[config.mk]
export PLATFORM = sky130hd
export DESIGN_NAME = branch_resolve_unit_flat
export DESIGN_NICKNAME = d
export VERILOG_FILES = /design/src/rtl/branch_resolve_unit_if.sv /design/src/rtl/branch_resolve_unit.sv /design/src/flat_wrapper.sv
export SDC_FILE = /design/constraint.sdc
export NUM_CORES = 1
export LEC_CHECK = 0
export ABC_CLOCK_PERIOD_IN_PS = 5200
export CORE_AREA = 2 2 40 46
export DETAILED_ROUTE_END_ITERATION = 10
export DIE_AREA = 0 0 42 48
export PLACE_DENSITY = 0.84
export SETUP_SLACK_MARGIN = 0.1
export SYNTH_ARGS = -nofsm -noshare
export SYNTH_HDL_FRONTEND = slang
export SYNTH_SLANG_ARGS = --single-unit
[constraint.sdc]
create_clock -name clk -period 5.2 [get_ports clk]
set_clock_uncertainty 0.15 [all_clocks]
set_input_delay 1.04 -clock clk [delete_from_list [all_inputs] [get_ports clk]]
set_output_delay 1.04 -clock clk [all_outputs]
set_load 0.005 [all_outputs]
[src/rtl/branch_resolve_unit_if.sv]
// Bundles the ID/EX/MEM hazard inputs and the branch control outputs of branch_resolve_unit.
// Optional statistics outputs exist only when BRANCH_STATS_EN is defined.
interface branch_resolve_unit_if #(
    parameter int REG_AW = 5
);
    logic              id_beq;
    logic              id_bne;
    logic [REG_AW-1:0] id_rs;
    logic [REG_AW-1:0] id_rt;
    logic              equal;
    logic              ex_regwrite;
    logic              ex_memread;
    logic [REG_AW-1:0] ex_rd;
    logic              mem_memread;
    logic [REG_AW-1:0] mem_rd;
    logic              pc_src;
    logic              if_id_flush;
    logic              stall;
    logic              id_ex_bubble;
    logic              busy;
`ifdef BRANCH_STATS_EN
    logic [31:0]       stat_branches;
    logic [31:0]       stat_taken;
    logic [31:0]       stat_stall_cycles;

    modport master (
        output id_beq, id_bne, id_rs, id_rt, equal,
               ex_regwrite, ex_memread, ex_rd, mem_memread, mem_rd,
        input  pc_src, if_id_flush, stall, id_ex_bubble, busy,
               stat_branches, stat_taken, stat_stall_cycles
    );

    modport slave (
        input  id_beq, id_bne, id_rs, id_rt, equal,
               ex_regwrite, ex_memread, ex_rd, mem_memread, mem_rd,
        output pc_src, if_id_flush, stall, id_ex_bubble, busy,
               stat_branches, stat_taken, stat_stall_cycles
    );
`else
    modport master (
        output id_beq, id_bne, id_rs, id_rt, equal,
               ex_regwrite, ex_memread, ex_rd, mem_memread, mem_rd,
        input  pc_src, if_id_flush, stall, id_ex_bubble, busy
    );

    modport slave (
        input  id_beq, id_bne, id_rs, id_rt, equal,
               ex_regwrite, ex_memread, ex_rd, mem_memread, mem_rd,
        output pc_src, if_id_flush, stall, id_ex_bubble, busy
    );
`endif
endinterface

[src/rtl/branch_resolve_unit.sv]
// ID-stage branch resolution controller: stalls on EX/MEM source hazards, then resolves BEQ/BNE.
// Define BRANCH_STATS_EN to add saturating branch/taken/stall-cycle counters.
module branch_resolve_unit #(
    parameter int REG_AW      = 5,
    parameter int LOAD_STALLS = 2,
    parameter int ALU_STALLS  = 1
) (
    input  logic                    clk,
    input  logic                    rst_n,
    branch_resolve_unit_if.slave    bus
);
    localparam int MAX_STALLS = (LOAD_STALLS > ALU_STALLS) ? LOAD_STALLS : ALU_STALLS;
    localparam int CNT_W      = $clog2(MAX_STALLS + 1);

    typedef enum logic [1:0] {IDLE, STALL, RESOLVE} state_t;

    state_t           state;
    logic [CNT_W-1:0] cnt;
    logic [CNT_W-1:0] need;
    logic [CNT_W-1:0] load_need;
    logic [CNT_W-1:0] alu_need;
    logic             br;
    logic             taken;
    logic             ld_hit;
    logic             alu_hit;
    logic             resolve;

    // Register 0 is hard-wired, so a write to it can never create a hazard.
    function automatic logic hit(input logic [REG_AW-1:0] x, input logic [REG_AW-1:0] r);
        return (x == r) && (r != '0);
    endfunction

    assign br    = bus.id_beq | bus.id_bne;
    assign taken = bus.id_beq ? bus.equal : ~bus.equal;

    assign ld_hit  = bus.ex_memread &
                     (hit(bus.id_rs, bus.ex_rd) | hit(bus.id_rt, bus.ex_rd));
    assign alu_hit = (bus.ex_regwrite &
                      (hit(bus.id_rs, bus.ex_rd) | hit(bus.id_rt, bus.ex_rd))) |
                     (bus.mem_memread &
                      (hit(bus.id_rs, bus.mem_rd) | hit(bus.id_rt, bus.mem_rd)));

    assign load_need = ld_hit  ? CNT_W'(LOAD_STALLS) : '0;
    assign alu_need  = alu_hit ? CNT_W'(ALU_STALLS)  : '0;
    assign need      = (load_need > alu_need) ? load_need : alu_need;

    // NOTE: every output gets a default before the case so no path leaves one unassigned
    // (which would infer a latch); the rst_n gate forces all outputs low during reset.
    always_comb begin
        bus.pc_src       = 1'b0;
        bus.if_id_flush  = 1'b0;
        bus.stall        = 1'b0;
        bus.id_ex_bubble = 1'b0;
        resolve          = 1'b0;
        if (rst_n) begin
            case (state)
                IDLE: begin
                    if (br && need == '0) begin
                        bus.pc_src      = taken;
                        bus.if_id_flush = taken;
                        resolve         = 1'b1;
                    end else if (br) begin
                        bus.stall        = 1'b1;
                        bus.id_ex_bubble = 1'b1;
                    end
                end
                STALL: begin
                    bus.stall        = 1'b1;
                    bus.id_ex_bubble = 1'b1;
                end
                RESOLVE: begin
                    bus.pc_src      = taken;
                    bus.if_id_flush = taken;
                    resolve         = 1'b1;
                end
                default: ;
            endcase
        end
    end

    assign bus.busy = rst_n && (state != IDLE);

    // NOTE: sequential state uses non-blocking assignments so every flop samples
    // pre-edge values regardless of statement order.
    always_ff @(posedge clk or negedge rst_n) begin
        if (!rst_n) begin
            state <= IDLE;
            cnt   <= '0;
        end else begin
            case (state)
                IDLE: begin
                    if (br && need != '0) begin
                        if (need == CNT_W'(1)) begin
                            state <= RESOLVE;
                        end else begin
                            cnt   <= need - 1'b1;
                            state <= STALL;
                        end
                    end
                end
                STALL: begin
                    cnt <= cnt - 1'b1;
                    if (cnt == CNT_W'(1)) state <= RESOLVE;
                end
                RESOLVE: state <= IDLE;
                default: state <= IDLE;
            endcase
        end
    end

`ifdef BRANCH_STATS_EN
    logic [31:0] branches_q;
    logic [31:0] taken_q;
    logic [31:0] stall_cycles_q;

    always_ff @(posedge clk or negedge rst_n) begin
        if (!rst_n) begin
            branches_q     <= '0;
            taken_q        <= '0;
            stall_cycles_q <= '0;
        end else begin
            if (resolve && branches_q != '1)              branches_q     <= branches_q + 32'd1;
            if (resolve && taken && taken_q != '1)        taken_q        <= taken_q + 32'd1;
            if (bus.stall && stall_cycles_q != '1)        stall_cycles_q <= stall_cycles_q + 32'd1;
        end
    end

    assign bus.stat_branches     = branches_q;
    assign bus.stat_taken        = taken_q;
    assign bus.stat_stall_cycles = stall_cycles_q;
`endif
endmodule

[src/flat_wrapper.sv]
// flat-port wrapper written by rule: the top's interface ports become plain ports
module branch_resolve_unit_flat 
#(
    parameter int REG_AW      = 5,
    parameter int LOAD_STALLS = 2,
    parameter int ALU_STALLS  = 1
)
  (clk, rst_n, bus_id_beq, bus_id_bne, bus_id_rs, bus_id_rt, bus_equal, bus_ex_regwrite, bus_ex_memread, bus_ex_rd, bus_mem_memread, bus_mem_rd, bus_pc_src, bus_if_id_flush, bus_stall, bus_id_ex_bubble, bus_busy);
  branch_resolve_unit_if #(.REG_AW(REG_AW)) bus_i ();
  input  logic clk;
  input  logic rst_n;
  input wire logic [$bits(bus_i.id_beq)-1:0] bus_id_beq;
  input wire logic [$bits(bus_i.id_bne)-1:0] bus_id_bne;
  input wire logic [$bits(bus_i.id_rs)-1:0] bus_id_rs;
  input wire logic [$bits(bus_i.id_rt)-1:0] bus_id_rt;
  input wire logic [$bits(bus_i.equal)-1:0] bus_equal;
  input wire logic [$bits(bus_i.ex_regwrite)-1:0] bus_ex_regwrite;
  input wire logic [$bits(bus_i.ex_memread)-1:0] bus_ex_memread;
  input wire logic [$bits(bus_i.ex_rd)-1:0] bus_ex_rd;
  input wire logic [$bits(bus_i.mem_memread)-1:0] bus_mem_memread;
  input wire logic [$bits(bus_i.mem_rd)-1:0] bus_mem_rd;
  output wire logic [$bits(bus_i.pc_src)-1:0] bus_pc_src;
  output wire logic [$bits(bus_i.if_id_flush)-1:0] bus_if_id_flush;
  output wire logic [$bits(bus_i.stall)-1:0] bus_stall;
  output wire logic [$bits(bus_i.id_ex_bubble)-1:0] bus_id_ex_bubble;
  output wire logic [$bits(bus_i.busy)-1:0] bus_busy;
  assign bus_i.id_beq = bus_id_beq;
  assign bus_i.id_bne = bus_id_bne;
  assign bus_i.id_rs = bus_id_rs;
  assign bus_i.id_rt = bus_id_rt;
  assign bus_i.equal = bus_equal;
  assign bus_i.ex_regwrite = bus_ex_regwrite;
  assign bus_i.ex_memread = bus_ex_memread;
  assign bus_i.ex_rd = bus_ex_rd;
  assign bus_i.mem_memread = bus_mem_memread;
  assign bus_i.mem_rd = bus_mem_rd;
  assign bus_pc_src = bus_i.pc_src;
  assign bus_if_id_flush = bus_i.if_id_flush;
  assign bus_stall = bus_i.stall;
  assign bus_id_ex_bubble = bus_i.id_ex_bubble;
  assign bus_busy = bus_i.busy;
  branch_resolve_unit #(.REG_AW(REG_AW), .LOAD_STALLS(LOAD_STALLS), .ALU_STALLS(ALU_STALLS)) u_core (.clk(clk), .rst_n(rst_n), .bus(bus_i));
endmodule
# Word-level counts from Yosys, hierarchy flattened
# Index checks and enable logic that the tools add are counted.
# Widths: inputs -> output; s select.
[classes] n_reduce_logical=16 bitwise=8 muxes=18 add_sub_neg=2 order_cmp=1 eq_ne=11
[op_table] op="$eq 5x5->1" count=4
[op_table] op="$mux 2" count=7
[op_table] op="$reduce_bool 5->1" count=2
[op_table] op="$pmux 2 s2" count=2
[op_table] op="$logic_and 1x1->1" count=7
[op_table] op="$mux 1" count=7
[op_table] op="$eq 2x1->1 const B" count=3
[op_table] op="$reduce_bool 2->1" count=3
[op_table] op="$logic_not 2->1" count=2
[op_table] op="$ne 2x1->1 const B" count=2
[op_table] op="$or 1x1->1" count=4
[op_table] op="$pmux 1 s2" count=2
[op_table] op="$sub 2x1->2 const B" count=2
[op_table] op="$and 1x1->1" count=3
[op_table] op="$reduce_and 3->1" count=1
[op_table] op="$eq 2x2->1 const B" count=1
[op_table] op="$gt 2x2->1" count=1
[op_table] op="$ne 2x2->1 const B" count=1
[op_table] op="$reduce_and 2->1" count=1
[op_table] op="$not 1->1" count=1
[totals] wordCells=58 regBits=4 input_bits=28

# Longest topological paths before layout
[logic_depth] ltp_word=13 mapped_depth=6

# Worst setup path after synthesis
# No wires, ideal clock.
[synth_timing] path_type="input-to-output" startpoint="input bus_ex_rd[2]" endpoint="output bus_stall" path_buffers=1 path_stages=6 arrival_ns=2.216 path_slack_ns=1.794 cell_sequence="xor2_1 -> nor3_2 -> a32oi_2 -> o32a_1 -> o21ai_1 -> buf_4"
[synth_between] elab_chain_cells=13 word_cells_on_any_way=18
[synth_lines] element="from (decl)" line="flat_wrapper.sv:19" rtl="input wire logic [$bits(bus_i.ex_rd)-1:0] bus_ex_rd;"
[synth_lines] element="$eq 5x5->1 / $reduce_bool 5->1 (equally long branches)" line="branch_resolve_unit.sv:30" rtl="return (x == r) && (r != '0);"
[synth_lines] element="$logic_and 1x1->1" line="branch_resolve_unit.sv:30"
[synth_lines] element="$or 1x1->1 *" line="branch_resolve_unit.sv:37, branch_resolve_unit.sv:39"
[synth_lines] element="$and 1x1->1" line="branch_resolve_unit.sv:38" rtl="assign alu_hit = (bus.ex_regwrite &"
[synth_lines] element="$or 1x1->1" line="branch_resolve_unit.sv:39" rtl="(hit(bus.id_rs, bus.ex_rd) | hit(bus.id_rt, bus.ex_rd))) |"
[synth_lines] element="$mux 1" line="branch_resolve_unit.sv:44" rtl="assign alu_need = alu_hit ? CNT_W'(ALU_STALLS) : '0;"
[synth_lines] element="$gt 2x2->1" line="branch_resolve_unit.sv:45" rtl="assign need = (load_need > alu_need) ? load_need : alu_need;"
[synth_lines] element="$mux 2 *" line="branch_resolve_unit.sv:45"
[synth_lines] element="$logic_not 2->1 *" line="branch_resolve_unit.sv:58" rtl="if (br && need == '0) begin"
[synth_lines] element="$logic_and 1x1->1 *" line="branch_resolve_unit.sv:58"
[synth_lines] element="$mux 1 *"
[synth_lines] element="$pmux 1 s2 *"
[synth_lines] element="$mux 1 *"
[synth_lines] element="to (decl)" line="flat_wrapper.sv:24" rtl="output wire logic [$bits(bus_i.stall)-1:0] bus_stall;"
# Mark *: on every way between the ends. The rest lies on a longest branch, timed or not.

# Worst setup path after layout
[layout_timing] startpoint="input bus_ex_rd[3]" endpoint="output bus_pc_src"
[layout_between] elab_chain_cells=13 word_cells_on_any_way=18
[layout_lines] element="$eq 5x5->1 / $reduce_bool 5->1 (equally long branches)" line="branch_resolve_unit.sv:30"
[layout_lines] element="$logic_and 1x1->1" line="branch_resolve_unit.sv:30"
[layout_lines] element="$or 1x1->1 *" line="branch_resolve_unit.sv:37, branch_resolve_unit.sv:39"
[layout_lines] element="$and 1x1->1" line="branch_resolve_unit.sv:38"
[layout_lines] element="$or 1x1->1" line="branch_resolve_unit.sv:39"
[layout_lines] element="$mux 1" line="branch_resolve_unit.sv:44"
[layout_lines] element="$gt 2x2->1" line="branch_resolve_unit.sv:45"
[layout_lines] element="$mux 2 *" line="branch_resolve_unit.sv:45"
[layout_lines] element="$logic_not 2->1 *" line="branch_resolve_unit.sv:58"
[layout_lines] element="$logic_and 1x1->1 *" line="branch_resolve_unit.sv:58"
[layout_lines] element="$mux 1 *" line="branch_resolve_unit.sv:58"
[layout_lines] element="$pmux 1 s2 *" line="branch_resolve_unit.sv:56" rtl="case (state)"
[layout_lines] element="$mux 1 *" line="branch_resolve_unit.sv:55" rtl="if (rst_n) begin"
[layout_lines] element="to (decl)" line="flat_wrapper.sv:22" rtl="output wire logic [$bits(bus_i.pc_src)-1:0] bus_pc_src;"
# Marks and branches as above.

==> qor.log <==
INFO  logic_synthesis yosysSeqAreaShare=17.09%
INFO  pwr            power.share.sequential=27.8%
INFO  drt            routed-via-count=630
INFO  clock_tree     max-clock-path-buffers=2
INFO  critical_path  setup.worst_path.class=primary input to primary output
INFO  logic_synthesis synth.largest_area_cell=sky130_fd_sc_hd__xor2_1
INFO  min_path       whs_endpoint=u_core.cnt[1]
INFO  die            io-pin-count=33
INFO  cells_and_area most_common_cell_after_layout_fill_and_taps_aside=sky130_fd_sc_hd__clkdlybuf4s50_1
INFO  min_path       holdCritStartpoint=u_core.cnt[1]
INFO  logic_synthesis postSynthRegisterBits=4
INFO  critical_path  launching_element_of_the_worst_setup_path=bus_ex_rd[3]
INFO  logic_synthesis synth.top_cells.by_area=sky130_fd_sc_hd__xor2_1 28%, sky130_fd_sc_hd__dfrtp_1 17%, sky130_fd_sc_hd__nor3_1 5.1%, sky130_fd_sc_hd__nor2_1 3.8%, sky130_fd_sc_hd__o32a_1 3.4%
INFO  pwr            cell_internal_pwr=0.0001260W
INFO  pwr            power_leakage=0.3791nW
INFO  logic_synthesis synth_flop_cell=sky130_fd_sc_hd__dfrtp_1
INFO  critical_path  ff2ff_setup_slack=3.86ns
INFO  min_path       hold_path_class=flop to flop
INFO  cells_and_area final-instance-count-excl-fill=122
INFO  drt            remaining_drc_errors=0
INFO  logic_synthesis post_synth_inst_count=73
INFO  clock_tree     cts.root.buffer_cell=sky130_fd_sc_hd__clkbuf_4
INFO  critical_path  critical_path.slowest_cell=sky130_fd_sc_hd__or4_1
INFO  critical_path  worst_r2r_path_depth=2
INFO  critical_path  timing.rr.end=u_core.state[1]
INFO  logic_synthesis synth_mux_area_share=1.709%
INFO  cells_and_area final_nets=136
INFO  critical_path  path_buf_inv=2
INFO  timing         final-setup-viol-count=0
INFO  placement      dpl.cell_count=119
INFO  critical_path  r2r-start=u_core.state[0]
INFO  run            max_cap_viol_count=0
INFO  die            placement_rows=15
INFO  timing         final_critical_path_setup_slack=0.8204ns
INFO  critical_path  end_kind=primary output
INFO  cells_and_area mostFrequentLayoutCells=32 x sky130_fd_sc_hd__clkdlybuf4s50_1, 19 x sky130_fd_sc_hd__xor2_1, 6 x sky130_fd_sc_hd__nor3_1, 6 x sky130_fd_sc_hd__nor2_1
INFO  timing         time_the_worst_path_needs_with_i_o_delays_and_setup=4.380ns
INFO  global_routing grt.total_usage=18.86%
INFO  clock_tree     clk_latency=0.23ns
INFO  cells_and_area num-fill-cells=142
INFO  drt            antenna_violating_nets_post_route=0
INFO  outcome        status=complete, no violations
INFO  critical_path  timing.critical_path.cells=clkdlybuf4s50_1 -> or4_1 -> nor2_1 -> o32a_1 -> a21o_1 -> clkdlybuf4s50_1
INFO  logic_synthesis synth.lib_cells_used.distinct=27
INFO  logic_synthesis largest_family_of_logic_cells_by_synthesized_area=XOR/XNOR gates
INFO  pwr            power_density=202.5mW/mm2
INFO  cells_and_area finalInstanceArea=930.9um2
INFO  clock_tree     cts-resized-gates=0
INFO  die            design.core.area=0.001520mm2
INFO  critical_path  worst_ep_arrival_time=3.19ns
INFO  drt            routed_via_density=5.164
INFO  cells_and_area num_antenna_cells=0
INFO  drt            first_iter_violations=1
INFO  pwr            share_clk_of_total_power=20.0%
INFO  timing         fin_setup_tns=0ns
INFO  placement      dpl-instance-area=908.4um2
INFO  global_routing grt_start_max_net_pins=10
INFO  logic_synthesis synth-edff-count=0
INFO  global_routing grt_pass1_vias=671
INFO  logic_synthesis post_synthesis_share_of_cell_area_spent_on_xor_and_xnor_gates=31.41%
INFO  logic_synthesis synth.yosys.warnings=0
INFO  critical_path  worst_ep_required_time=4.01ns
INFO  timing         finalHoldWorstSlack=0.3743ns
INFO  clock_tree     path_clk_slew=0.03ns
INFO  cells_and_area flow.area_growth_from_synthesis=58.97%
INFO  clock_tree     cts_buf_count=3
INFO  placement      place.detailed.hpwl=1373um
INFO  timing         drv_slew=0
INFO  critical_path  start_kind=primary input
INFO  pwr            share_comb_of_total_power=52.1%
INFO  pwr            net-switching-power=0.00006249W
INFO  timing         timing.final.crit_share=84.22%
INFO  critical_path  crit_path_frequent_cell=sky130_fd_sc_hd__clkdlybuf4s50_1
INFO  timing         grt_setup_unrepaired=false
INFO  placement      buffer_ports.inserted=32
INFO  timing         timing_worst_slew_pin_value=0.3242ns
INFO  critical_path  cpLargestDelayFamily=buffers and inverters
INFO  clock_tree     postCtsSetupBuffers=0
INFO  pwr            vdd_drop_max=0.1878mV
INFO  critical_path  critical_path_peak_fanout=5
INFO  die            initial_utilization=38.52%
INFO  logic_synthesis syn-num-nets=102
INFO  clock_tree     tritoncts_clock_tree=yes
INFO  timing         fmax=228.3MHz
INFO  clock_tree     cts_sinks=4
INFO  global_routing grt_first_pass_wirelength=2760um
INFO  logic_synthesis synth-compound-area-share=18.38%
INFO  critical_path  max_incr_delay_on_cp=0.56ns
INFO  die            die_height=48um
INFO  logic_synthesis synth_top_cell_area_share=28.42%
INFO  global_routing grt.overflow.total=0
INFO  clock_tree     postCtsHoldBufs=0
INFO  cells_and_area post_route_cells_drive_above_1_share=4.762%
INFO  placement      finalWeightedCongestion=0.9179
INFO  die            die_x=42um
INFO  logic_synthesis postSynthAreaPerCell=8.021um2
INFO  die            die-area=0.002016mm2
INFO  logic_synthesis post_synth_instance_area=585.6um2
INFO  timing         max-slew-margin-rel=78.31%
INFO  placement      post-place-ws=0.8348ns
INFO  pwr            netSwitchingFraction=33.15%
INFO  logic_synthesis yosys.area_share.simple=23.50%
INFO  min_path       hold_path_depth=2
INFO  logic_synthesis fraction_of_the_mapped_netlist_area_in_adder_cells=2.137%
INFO  logic_synthesis ys_async_sr_fraction=100.0%
INFO  timing         hold_viol_final=0
INFO  global_routing antenna_found_initial=0
INFO  clock_tree     clock_tree.htree_level_count=1
INFO  drt            drt_wl_total=1675um
INFO  drt            wire_per_inst=13.73um
INFO  drt            drt_first_pass_iters=2
==> cell usage after synthesis (2+ instances only) <==
library cell / n
sky130_fd_sc_hd__xor2_1: 19
sky130_fd_sc_hd__nor2_1: 6
sky130_fd_sc_hd__nor3_1: 6
sky130_fd_sc_hd__dfrtp_1: 4
sky130_fd_sc_hd__inv_1: 4
sky130_fd_sc_hd__nand2_1: 4
sky130_fd_sc_hd__nor2b_1: 3
sky130_fd_sc_hd__a22oi_1: 2
sky130_fd_sc_hd__buf_4: 2
sky130_fd_sc_hd__o21a_1: 2
sky130_fd_sc_hd__o31ai_1: 2
sky130_fd_sc_hd__o32a_1: 2
sky130_fd_sc_hd__or4_1: 2
sky130_fd_sc_hd__xnor2_1: 2
==> power groups by stage <==
stage	clock network, W	registers (W)	logic, W
3_5_place_dp	0	0.0000534	0.0000981
2_1_floorplan	0	0.0000489	0.0000574
3_3_place_gp	0	0.0000523	0.0000952
4_1_cts	0.0000413	0.0000528	0.0000991
6_report	0.0000378	0.0000525	0.0000982
5_1_grt	0.0000431	0.0000544	0.000108
==> metal layers <==
layer	vias to the layer above	share of wire, %	global-route usage [%]
li1	320	-	-
met1	275	40	19.55
met2	31	50	33.13
met3	4	7.9	6.038
met4	0	2.2	14.19
met5	-	0	0
==> final cells by class <==
| cell class | instances | area, um2 | share of cell area [%] |
|---|---|---|---|
| multi-input cells | 62 | 451.7 | 48.52 |
| clock buffers | 3 | 22.52 | 2.419 |
| inverters | 4 | 15.01 | 1.613 |
| flip-flops and latches | 4 | 100.1 | 10.75 |
| well taps | 17 | 21.27 | 2.285 |
| repair buffers | 32 | 320.3 | 34.41 |
==> stage by stage <==
stage               power (W)  utilization, %
floorplan           0.0001062               -
global placement    0.0001475           59.75
detailed placement  0.0001514           59.75
CTS                 0.0001932           61.23
global route        0.0002058           61.23
finish              0.0001885           61.23
==> tightest hold or removal path: cells and delay by family, from the launching register on <==
family | cells | cell delay, ns
AOI/OAI and AO/OA | 2 | 0.15
DFF | 1 | 0.33
==> sequential cells by signal, summed over array words and instances, names as in the netlist <==
name          flops
u_core.state      2
u_core.cnt        2
==> logic make-up (layout without fill, tap and decap cells) <==
family,count (synthesis),count (layout)
DFF,4,4
adders and majority gates,1,1
buffers and inverters,7,39
AOI/OAI and AO/OA,13,13
xor gates and xnor gates,21,21
muxes,1,1
and+or+nand+nor,26,26
==> worst max-delay path by stage <==
stage,end,depth (start not counted),slack (ns)
floorplan,bus_stall,6,1.79
global placement,bus_if_id_flush,6,0.86
detailed placement,bus_pc_src,6,0.83
CTS,bus_stall,7,0.83
global route,bus_if_id_flush,6,0.68
finish,bus_pc_src,6,0.82
Note: power is estimated with default switching activity, not from simulation.
